## src/rtl/nios2_oci_trace_capture_monitor_pkg.sv

```systemverilog
// Shared types and helpers for the OCI trace capture monitor.
//   state_e    : capture session state (idle, capture, drain, done)
//   sig_rotl1  : rotate-left-by-one of a value that is w bits wide (w <= SigMaxW)
//   sat_inc16  : 16-bit increment that sticks at 0xFFFF
package nios2_oci_tb_pkg;

    typedef enum logic [1:0] {
        StIdle,
        StCapture,
        StDrain,
        StDone
    } state_e;

    // Widest signature the rotate helper supports.
    localparam int unsigned SigMaxW = 64;

    function automatic logic [SigMaxW-1:0] sig_rotl1(input logic [SigMaxW-1:0] v,
                                                     input int unsigned         w);
        logic [SigMaxW-1:0] mask;
        mask = (w >= SigMaxW) ? '1 : ((SigMaxW'(1) << w) - SigMaxW'(1));
        return ((v << 1) | (v >> (w - 1))) & mask;
    endfunction

    function automatic logic [15:0] sat_inc16(input logic [15:0] v);
        return (v == 16'hFFFF) ? v : v + 16'd1;
    endfunction

endpackage

```

## src/rtl/nios2_oci_trace_capture_monitor_if.sv

```systemverilog
// Drain port of the trace capture monitor: valid/ready stream of captured trace words.
//   rd_valid : an entry is presented
//   rd_ready : consumer accepts the entry this cycle
//   rd_data  : oldest buffered entry
interface nios2_oci_trace_capture_monitor_if #(
    parameter int unsigned BUF_W = 30
);
    logic             rd_valid;
    logic             rd_ready;
    logic [BUF_W-1:0] rd_data;

    modport master (output rd_valid, output rd_data, input rd_ready);
    modport slave  (input rd_valid, input rd_data, output rd_ready);
endinterface

```

## src/rtl/nios2_oci_trace_ring.sv

```systemverilog
// DEPTH x BUF_W register-array circular buffer.
//   clear     : synchronous return to empty (pointers and count)
//   push      : write wdata at the write pointer
//   overwrite : with push, replace the oldest entry (caller asserts only when full)
//   pop       : retire the entry at the read pointer
//   rdata     : entry at the read pointer, combinational
//   full/empty/count : occupancy, count in 0..DEPTH
module nios2_oci_trace_ring #(
    parameter int unsigned BUF_W = 30,
    parameter int unsigned DEPTH = 16
) (
    input  logic                     clk,
    input  logic                     reset_n,
    input  logic                     clear,
    input  logic                     push,
    input  logic                     overwrite,
    input  logic                     pop,
    input  logic [BUF_W-1:0]         wdata,
    output logic [BUF_W-1:0]         rdata,
    output logic                     full,
    output logic                     empty,
    output logic [$clog2(DEPTH):0]   count
);
    localparam int unsigned AW = $clog2(DEPTH);
    localparam int unsigned CW = AW + 1;

    logic [BUF_W-1:0] mem [DEPTH];
    logic [AW-1:0]    wr_ptr_q, rd_ptr_q;
    logic [CW-1:0]    count_q;

    assign full  = (count_q == CW'(DEPTH));
    assign empty = (count_q == '0);
    assign count = count_q;
    assign rdata = mem[rd_ptr_q];

    always_ff @(posedge clk or negedge reset_n) begin
        if (!reset_n) begin
            wr_ptr_q <= '0;
            rd_ptr_q <= '0;
            count_q  <= '0;
        end else if (clear) begin
            wr_ptr_q <= '0;
            rd_ptr_q <= '0;
            count_q  <= '0;
        end else begin
            if (push) wr_ptr_q <= wr_ptr_q + AW'(1);
            // An overwrite retires the oldest entry as the new one lands.
            if (pop || (push && overwrite)) rd_ptr_q <= rd_ptr_q + AW'(1);
            if (push && !overwrite && !pop) begin
                count_q <= count_q + CW'(1);
            end else if (pop && !push) begin
                count_q <= count_q - CW'(1);
            end
        end
    end

    // Contents are cleared on reset so the drain data output reads zero out of reset.
    always_ff @(posedge clk or negedge reset_n) begin
        if (!reset_n) begin
            for (int i = 0; i < int'(DEPTH); i++) mem[i] <= '0;
        end else if (push) begin
            mem[wr_ptr_q] <= wdata;
        end
    end

endmodule

```

## src/rtl/nios2_oci_trace_capture_monitor.sv

```systemverilog
// Trace capture monitor: records each new debug-trace word (marked by a change of dct_count)
// into a ring buffer while capturing, keeps a rotate-XOR signature and an event count, and
// drains the buffer over a valid/ready port once the test is ending.
//   clk, reset_n          : clock, asynchronous active-low reset
//   arm                   : pulse starting a session (from idle or done)
//   dct_buffer, dct_count : trace compressor data word and count
//   test_ending           : level, leave capture and start draining
//   test_has_ended        : level, sets the sticky ended flag; also leaves capture
//   rd                    : drain stream (master side)
//   entry_count           : entries held; total_count: events this session (saturating)
//   overflow              : sticky, event hit a full buffer; signature: running signature
//   busy, done            : capturing or draining / session finished
// BUF_W must not exceed nios2_oci_tb_pkg::SigMaxW.
module nios2_oci_trace_capture_monitor
    import nios2_oci_tb_pkg::*;
#(
    parameter int unsigned BUF_W     = 30,
    parameter int unsigned CNT_W     = 4,
    parameter int unsigned DEPTH     = 16,
    parameter int unsigned OVERWRITE = 0
) (
    input  logic                                    clk,
    input  logic                                    reset_n,
    input  logic                                    arm,
    input  logic [BUF_W-1:0]                        dct_buffer,
    input  logic [CNT_W-1:0]                        dct_count,
    input  logic                                    test_ending,
    input  logic                                    test_has_ended,
    nios2_oci_trace_capture_monitor_if.master       rd,
    output logic [$clog2(DEPTH):0]                  entry_count,
    output logic [15:0]                             total_count,
    output logic                                    overflow,
    output logic [BUF_W-1:0]                        signature,
    output logic                                    busy,
    output logic                                    done
);
    state_e             state_q, state_d;
    logic [CNT_W-1:0]   count_q;
    logic               ended_q;
    logic [15:0]        total_q;
    logic               ovf_q;
    logic [BUF_W-1:0]   sig_q;
    logic [SigMaxW-1:0] sig_rot;
    logic [BUF_W-1:0]   sig_next;

    logic ring_full, ring_empty;
    logic start, cap_event, accept, ovr, pop;

    assign start     = arm && ((state_q == StIdle) || (state_q == StDone));
    assign cap_event = (state_q == StCapture) && (dct_count != count_q);
    assign accept    = cap_event && (!ring_full || (OVERWRITE != 0));
    assign ovr       = cap_event && ring_full && (OVERWRITE != 0);
    assign rd.rd_valid = (state_q == StDrain) && !ring_empty;
    assign pop       = rd.rd_valid && rd.rd_ready;

    assign sig_rot  = sig_rotl1(SigMaxW'(sig_q), BUF_W);
    assign sig_next = sig_rot[BUF_W-1:0] ^ dct_buffer;

    nios2_oci_trace_ring #(
        .BUF_W (BUF_W),
        .DEPTH (DEPTH)
    ) u_ring (
        .clk       (clk),
        .reset_n   (reset_n),
        .clear     (start),
        .push      (accept),
        .overwrite (ovr),
        .pop       (pop),
        .wdata     (dct_buffer),
        .rdata     (rd.rd_data),
        .full      (ring_full),
        .empty     (ring_empty),
        .count     (entry_count)
    );

    always_comb begin
        state_d = state_q;
        unique case (state_q)
            StIdle:    if (arm) state_d = StCapture;
            StCapture: if (test_ending || test_has_ended) state_d = StDrain;
            StDrain:   if (ring_empty && ended_q) state_d = StDone;
            StDone:    if (arm) state_d = StCapture;
            default:   state_d = StIdle;
        endcase
    end

    always_ff @(posedge clk or negedge reset_n) begin
        if (!reset_n) begin
            state_q <= StIdle;
            count_q <= '0;
            ended_q <= 1'b0;
            total_q <= '0;
            ovf_q   <= 1'b0;
            sig_q   <= '0;
        end else begin
            state_q <= state_d;
            // Sampled every cycle, so entering capture never sees a stale count.
            count_q <= dct_count;
            if (start) begin
                ended_q <= 1'b0;
                total_q <= '0;
                ovf_q   <= 1'b0;
                sig_q   <= '0;
            end else begin
                if (test_has_ended && (state_q != StIdle)) ended_q <= 1'b1;
                if (cap_event) total_q <= sat_inc16(total_q);
                if (cap_event && ring_full) ovf_q <= 1'b1;
                if (accept) sig_q <= sig_next;
            end
        end
    end

    assign total_count = total_q;
    assign overflow    = ovf_q;
    assign signature   = sig_q;
    assign busy        = (state_q == StCapture) || (state_q == StDrain);
    assign done        = (state_q == StDone);

endmodule
```

## src/flat_wrapper.sv

```systemverilog
// flat-port wrapper written by rule: the top's interface ports become plain ports
module nios2_oci_trace_capture_monitor_flat import nios2_oci_tb_pkg::*;
#(
    parameter int unsigned BUF_W     = 30,
    parameter int unsigned CNT_W     = 4,
    parameter int unsigned DEPTH     = 16,
    parameter int unsigned OVERWRITE = 0
)
  (clk, reset_n, arm, dct_buffer, dct_count, test_ending, test_has_ended, entry_count, total_count, overflow, signature, busy, done, rd_rd_valid, rd_rd_data, rd_rd_ready);
  nios2_oci_trace_capture_monitor_if #(.BUF_W(BUF_W)) rd_i ();
  input  logic clk;
  input  logic reset_n;
  input  logic arm;
  input  logic [BUF_W-1:0] dct_buffer;
  input  logic [CNT_W-1:0] dct_count;
  input  logic test_ending;
  input  logic test_has_ended;
  output logic [$clog2(DEPTH):0] entry_count;
  output logic [15:0] total_count;
  output logic overflow;
  output logic [BUF_W-1:0] signature;
  output logic busy;
  output logic done;
  output wire logic [$bits(rd_i.rd_valid)-1:0] rd_rd_valid;
  output wire logic [$bits(rd_i.rd_data)-1:0] rd_rd_data;
  input wire logic [$bits(rd_i.rd_ready)-1:0] rd_rd_ready;
  assign rd_rd_valid = rd_i.rd_valid;
  assign rd_rd_data = rd_i.rd_data;
  assign rd_i.rd_ready = rd_rd_ready;
  nios2_oci_trace_capture_monitor #(.BUF_W(BUF_W), .CNT_W(CNT_W), .DEPTH(DEPTH), .OVERWRITE(OVERWRITE)) u_core (.clk(clk), .reset_n(reset_n), .arm(arm), .dct_buffer(dct_buffer), .dct_count(dct_count), .test_ending(test_ending), .test_has_ended(test_has_ended), .rd(rd_i), .entry_count(entry_count), .total_count(total_count), .overflow(overflow), .signature(signature), .busy(busy), .done(done));
endmodule
```

## config.mk

```make
export PLATFORM = sky130hd
export DESIGN_NAME = nios2_oci_trace_capture_monitor_flat
export DESIGN_NICKNAME = d
export VERILOG_FILES = /design/src/rtl/nios2_oci_trace_capture_monitor_pkg.sv /design/src/rtl/nios2_oci_trace_capture_monitor_if.sv /design/src/rtl/nios2_oci_trace_ring.sv /design/src/rtl/nios2_oci_trace_capture_monitor.sv /design/src/flat_wrapper.sv
export SDC_FILE = /design/constraint.sdc
export NUM_CORES = 1
export LEC_CHECK = 0
export ABC_AREA = 1
export CORE_MARGIN = 2
export CORE_UTILIZATION = 25
export DETAILED_ROUTE_END_ITERATION = 16
export HOLD_SLACK_MARGIN = 0.05
export PLACE_DENSITY_LB_ADDON = 0.25
export SYNTH_ARGS = -nofsm -noshare
export SYNTH_HDL_FRONTEND = slang
export SYNTH_SLANG_ARGS = --single-unit
```

## constraint.sdc

```tcl
create_clock -name clk -period 3.16 [get_ports clk]
set_input_delay 0.474 -clock clk [delete_from_list [all_inputs] [get_ports clk]]
set_output_delay 0.474 -clock clk [all_outputs]
set_load 0.03 [all_outputs]
```

==> results.sh <==
export IMPL_fmax_mhz=328
export IMPL_slew_viol_final=0
export IMPL_cp_slowest_cell="dfrtp_4"
export IMPL_synthSimpleGateAreaFrac=0.214
export IMPL_outcome="completed"
export IMPL_synthMuxAreaShare=0
export IMPL_reg2reg_to="u_core.u_ring.count[4]"
export IMPL_io_pins=125
export IMPL_power_frac_comb=0.363
export IMPL_total_power_mw=26.3
export IMPL_synth_xor_area_share=0.0157
export IMPL_p_sw_mw=9.96
export IMPL_finClkSkew_ns=0.0260
export IMPL_vias=20807
export IMPL_netlist_area_leader_share=0.544
export IMPL_synth_top_family_by_area="simple AND/OR/NAND/NOR gates"
export IMPL_yosys_area_share_adder=0.00825
export IMPL_clockBufferDepth=3
export IMPL_fin_crit_sh=0.963
export IMPL_clock_latency_ns=0.65
export IMPL_worstPathRequired_ns=2.69
export IMPL_leakage_nw=13.5
export IMPL_die_area_mm2=0.103
export IMPL_final_util=0.304
export IMPL_gp_congestion=0.766
export IMPL_reg2reg_setup_slack_ns=0.68
export IMPL_wl_um=82700
export IMPL_numCtsBuffers=61
export IMPL_hp_class="in -> reg"
export IMPL_grt_max_degree=112
export IMPL_internal_power_mw=16.3
export IMPL_syn_num_nets=3128
export IMPL_tightest_slew_ns=1.00
export IMPL_cts_root_buffer="clkbuf_16"
export IMPL_crit_buf_inv=3
export IMPL_critical_path_arrival_ns=2.57
export IMPL_end_kind="primary output"
export IMPL_synth_compound_area_frac=0.163
export IMPL_grt_pass1_vias=20574
export IMPL_cts_sinks=547
export IMPL_fin_cells=4447
export IMPL_antenna_found_initial=0
export IMPL_nFillCells=10613
export IMPL_whs_ns=0.344
export IMPL_wl_per_cell_um=18.6
export IMPL_ys_warnings_count=0
export IMPL_finalSetupViolCount=0
export IMPL_design_area_mm2=0.0304
export IMPL_synthTopCellsByArea="dfrtp_1 54%, nand2_1 14%, o21ai_0 12%"
export IMPL_r2r_cells=14
export IMPL_critical_path_top_delay_family="buffers and inverters"
export IMPL_crit_path_end="rd_rd_data[14]"
export IMPL_n_antenna_cell=0
export IMPL_cts_tree="built"
export IMPL_dpl_worst_slack_ns=0.290
export IMPL_area_delta_synth_final_pct=20.7
export IMPL_crit_path_frequent_cell="o21ai_0"
export IMPL_p_sw_frac=0.379
export IMPL_final_antenna_net_count=0
export IMPL_synth_area_mm2=0.0252
export IMPL_portBuffers=124
export IMPL_clk_pin_slew_ns=0.06
export IMPL_syn_inst=3072
export IMPL_cp_max_fo=36
export IMPL_cap_violations=0
export IMPL_vdd_drop_max_mv=0.408
export IMPL_synth_seq_cells=547
export IMPL_pwr_share_clk=0.283
export IMPL_reg2reg_from="u_core.u_ring.count[1]"
export IMPL_crit_path_cell_trace="clkinv_16 -> buf_12 -> nor2_1 -> nor2_1 -> o21ai_0 -> o21ai_0 -> o21ai_0 -> nand2_1 -> buf_4"
export IMPL_slew_headroom=0.332
export IMPL_drt_iter0_drc=1684
export IMPL_min_period_ns=3.04
export IMPL_fp_dieW_um=321
export IMPL_yosys_cell_types_count=32
export IMPL_drcViolationCount=0
export IMPL_yosysSeqAreaShare=0.544
export IMPL_rsz0062_at_grt="true"
export IMPL_power_share_sequential=0.354
export IMPL_die_h_um=321
export IMPL_drive_gt1_frac=0.0734
export IMPL_start_util=0.252
export IMPL_dpl_hpwl_um=48000
export IMPL_dr_pass1_iters=6
export IMPL_syn_area_per_cell_um2=8.20
export IMPL_crit_start="u_core.u_ring.rd_ptr_q[0]"
export IMPL_vias_per_cell=4.68
export IMPL_critPathLaunchType="flip-flop"
export IMPL_synth_top_area_cell="dfrtp_1"
export IMPL_htreeDepth=2
export IMPL_powerDensity_mw_per_mm2=864
export IMPL_grt_pass1_wl_um=128000
export IMPL_path_depth=9
export IMPL_gr_total_overflow=0
export IMPL_row_count=116
export IMPL_nets=3157
export IMPL_grt_usage=0.159
export IMPL_finalWorstSetupSlack_ns=0.116
export IMPL_hold_viol=0
export IMPL_finalSetupTns_ns=0
export IMPL_dpl_cell_area_mm2=0.0282
export IMPL_slowest_delay_ns=0.55
export IMPL_core_area_mm2=0.100
export IMPL_crit_type="reg -> out"
export IMPL_placed_cells=4329
-- power groups by stage --
stage	Sequential (mW)	Clock (mW)	Combinational (mW)
finish	9.29	7.43	9.54
global placement	9.38	0	9.47
detailed placement	9.38	0	9.53
CTS	9.28	7.61	9.57
global route	9.47	7.91	10.6
floorplan	9.45	0	5.23
-- worst min path at each step --
stage	from	to	slack, ns	cells after the start
after floorplan	reset_n	u_core.count_q[0]	0.18	0
after global placement	u_core.u_ring.mem[232]	u_core.u_ring.mem[232]	0.46	2
after detailed placement	u_core.u_ring.mem[466]	u_core.u_ring.mem[466]	0.47	2
after CTS	dct_count[1]	u_core.count_q[1]	0.31	1
after global routing	dct_count[1]	u_core.count_q[1]	0.33	1
final	dct_count[1]	u_core.count_q[1]	0.34	1
-- layer usage --
layer / GRT usage / part of all wire / vias to the layer above
met3: 0.0243 / 0.047 / 89
met1: 0.223 / 0.48 / 10166
li1: - / - / 10136
met2: 0.259 / 0.46 / 416
met4: 0.0327 / 0.018 / 0
met5: 0 / 0 / -
-- registers in the layout, summed over array words and instances (netlist names) --
signal / cells
u_core.u_ring.wr_ptr_q: 4
u_core.u_ring.rd_ptr_q: 4
u_core.signature: 30
u_core.u_ring.count: 5
u_core.overflow: 1
u_core.count_q: 4
u_core.ended_q: 1
u_core.state_q: 2
u_core.u_ring.mem: 480
u_core.total_count: 16
-- kinds of logic (layout without fill, tap and decap cells) --
logic type	count (synthesis)	after routing
compound gates	801	801
xor+xnor	45	45
flops	547	547
buf+inv	317	394
fa+ha+maj	16	16
simple gates	1346	1346
-- area by class of cell --
| class | instances | area (µm²) | area share |
|---|---|---|---|
| tap | 1298 | 1620 | 0.0534 |
| multi-input combinational | 2208 | 10200 | 0.335 |
| sequential | 547 | 13700 | 0.451 |
| clock buffer | 97 | 1840 | 0.0606 |
| clock inverter | 14 | 231 | 0.00761 |
| inverter | 79 | 323 | 0.0106 |
| timing repair buffer | 204 | 2490 | 0.0821 |
-- repair_timing --
action / in CTS / in global routing
hold buffers: 1 / 0
cloned: 0 / 1
setup buffers: 1 / 4
setup endpoints to repair: 12 / 22
endpoints found under the hold margin: 51 / 0
gates resized for setup: 5 / 14
pin swaps: 1 / 1
-- cell usage after synthesis --
cell      instances
inv_1            76
xor2_1           40
nor2_2            3
nand3b_1          1
clkbuf_1         98
buf_6             4
buf_4            10
inv_2             1
a21oi_1           8
o22ai_1           2
o21ai_1         105
inv_4             1
buf_1             5
nor2_1          226
fa_1              1
nand3_1         134
nand2_1         957
a22o_1            1
clkinv_1          1
nand4_4           1
nand4_2           9
dfrtp_1         547
xnor2_1           5
o21ai_0         624
o21bai_1          1
nand3_2           1
nand3_4           1
ha_1             15
o221ai_1          1
nand4_1          13
a31oi_1          59
buf_2           121
-- worst reg2reg max path: cells and delay by family, from the launching register on --
family,cells,cell delay [ns]
and+or+nand+nor,7,0.79
adders and majority gates,2,0.65
DFF,1,0.44
AOI/OAI and AO/OA,3,0.30
buffers and inverters,2,0.18
-- placed cells by master, fill, tap and decap left out, types with 10 or more instances in the layout --
master             n
nand2_1          950
o21ai_0          622
dfrtp_1          543
nor2_1           226
nand3_1          134
o21ai_1          107
clkdlybuf4s50_1   93
inv_1             75
clkbuf_16         63
a31oi_1           59
buf_12            51
buf_4             50
xor2_1            40
clkbuf_1          19
clkbuf_8          17
ha_1              15
nand4_1           13
nand4_4           10
Power figures use the tool's default switching activity.
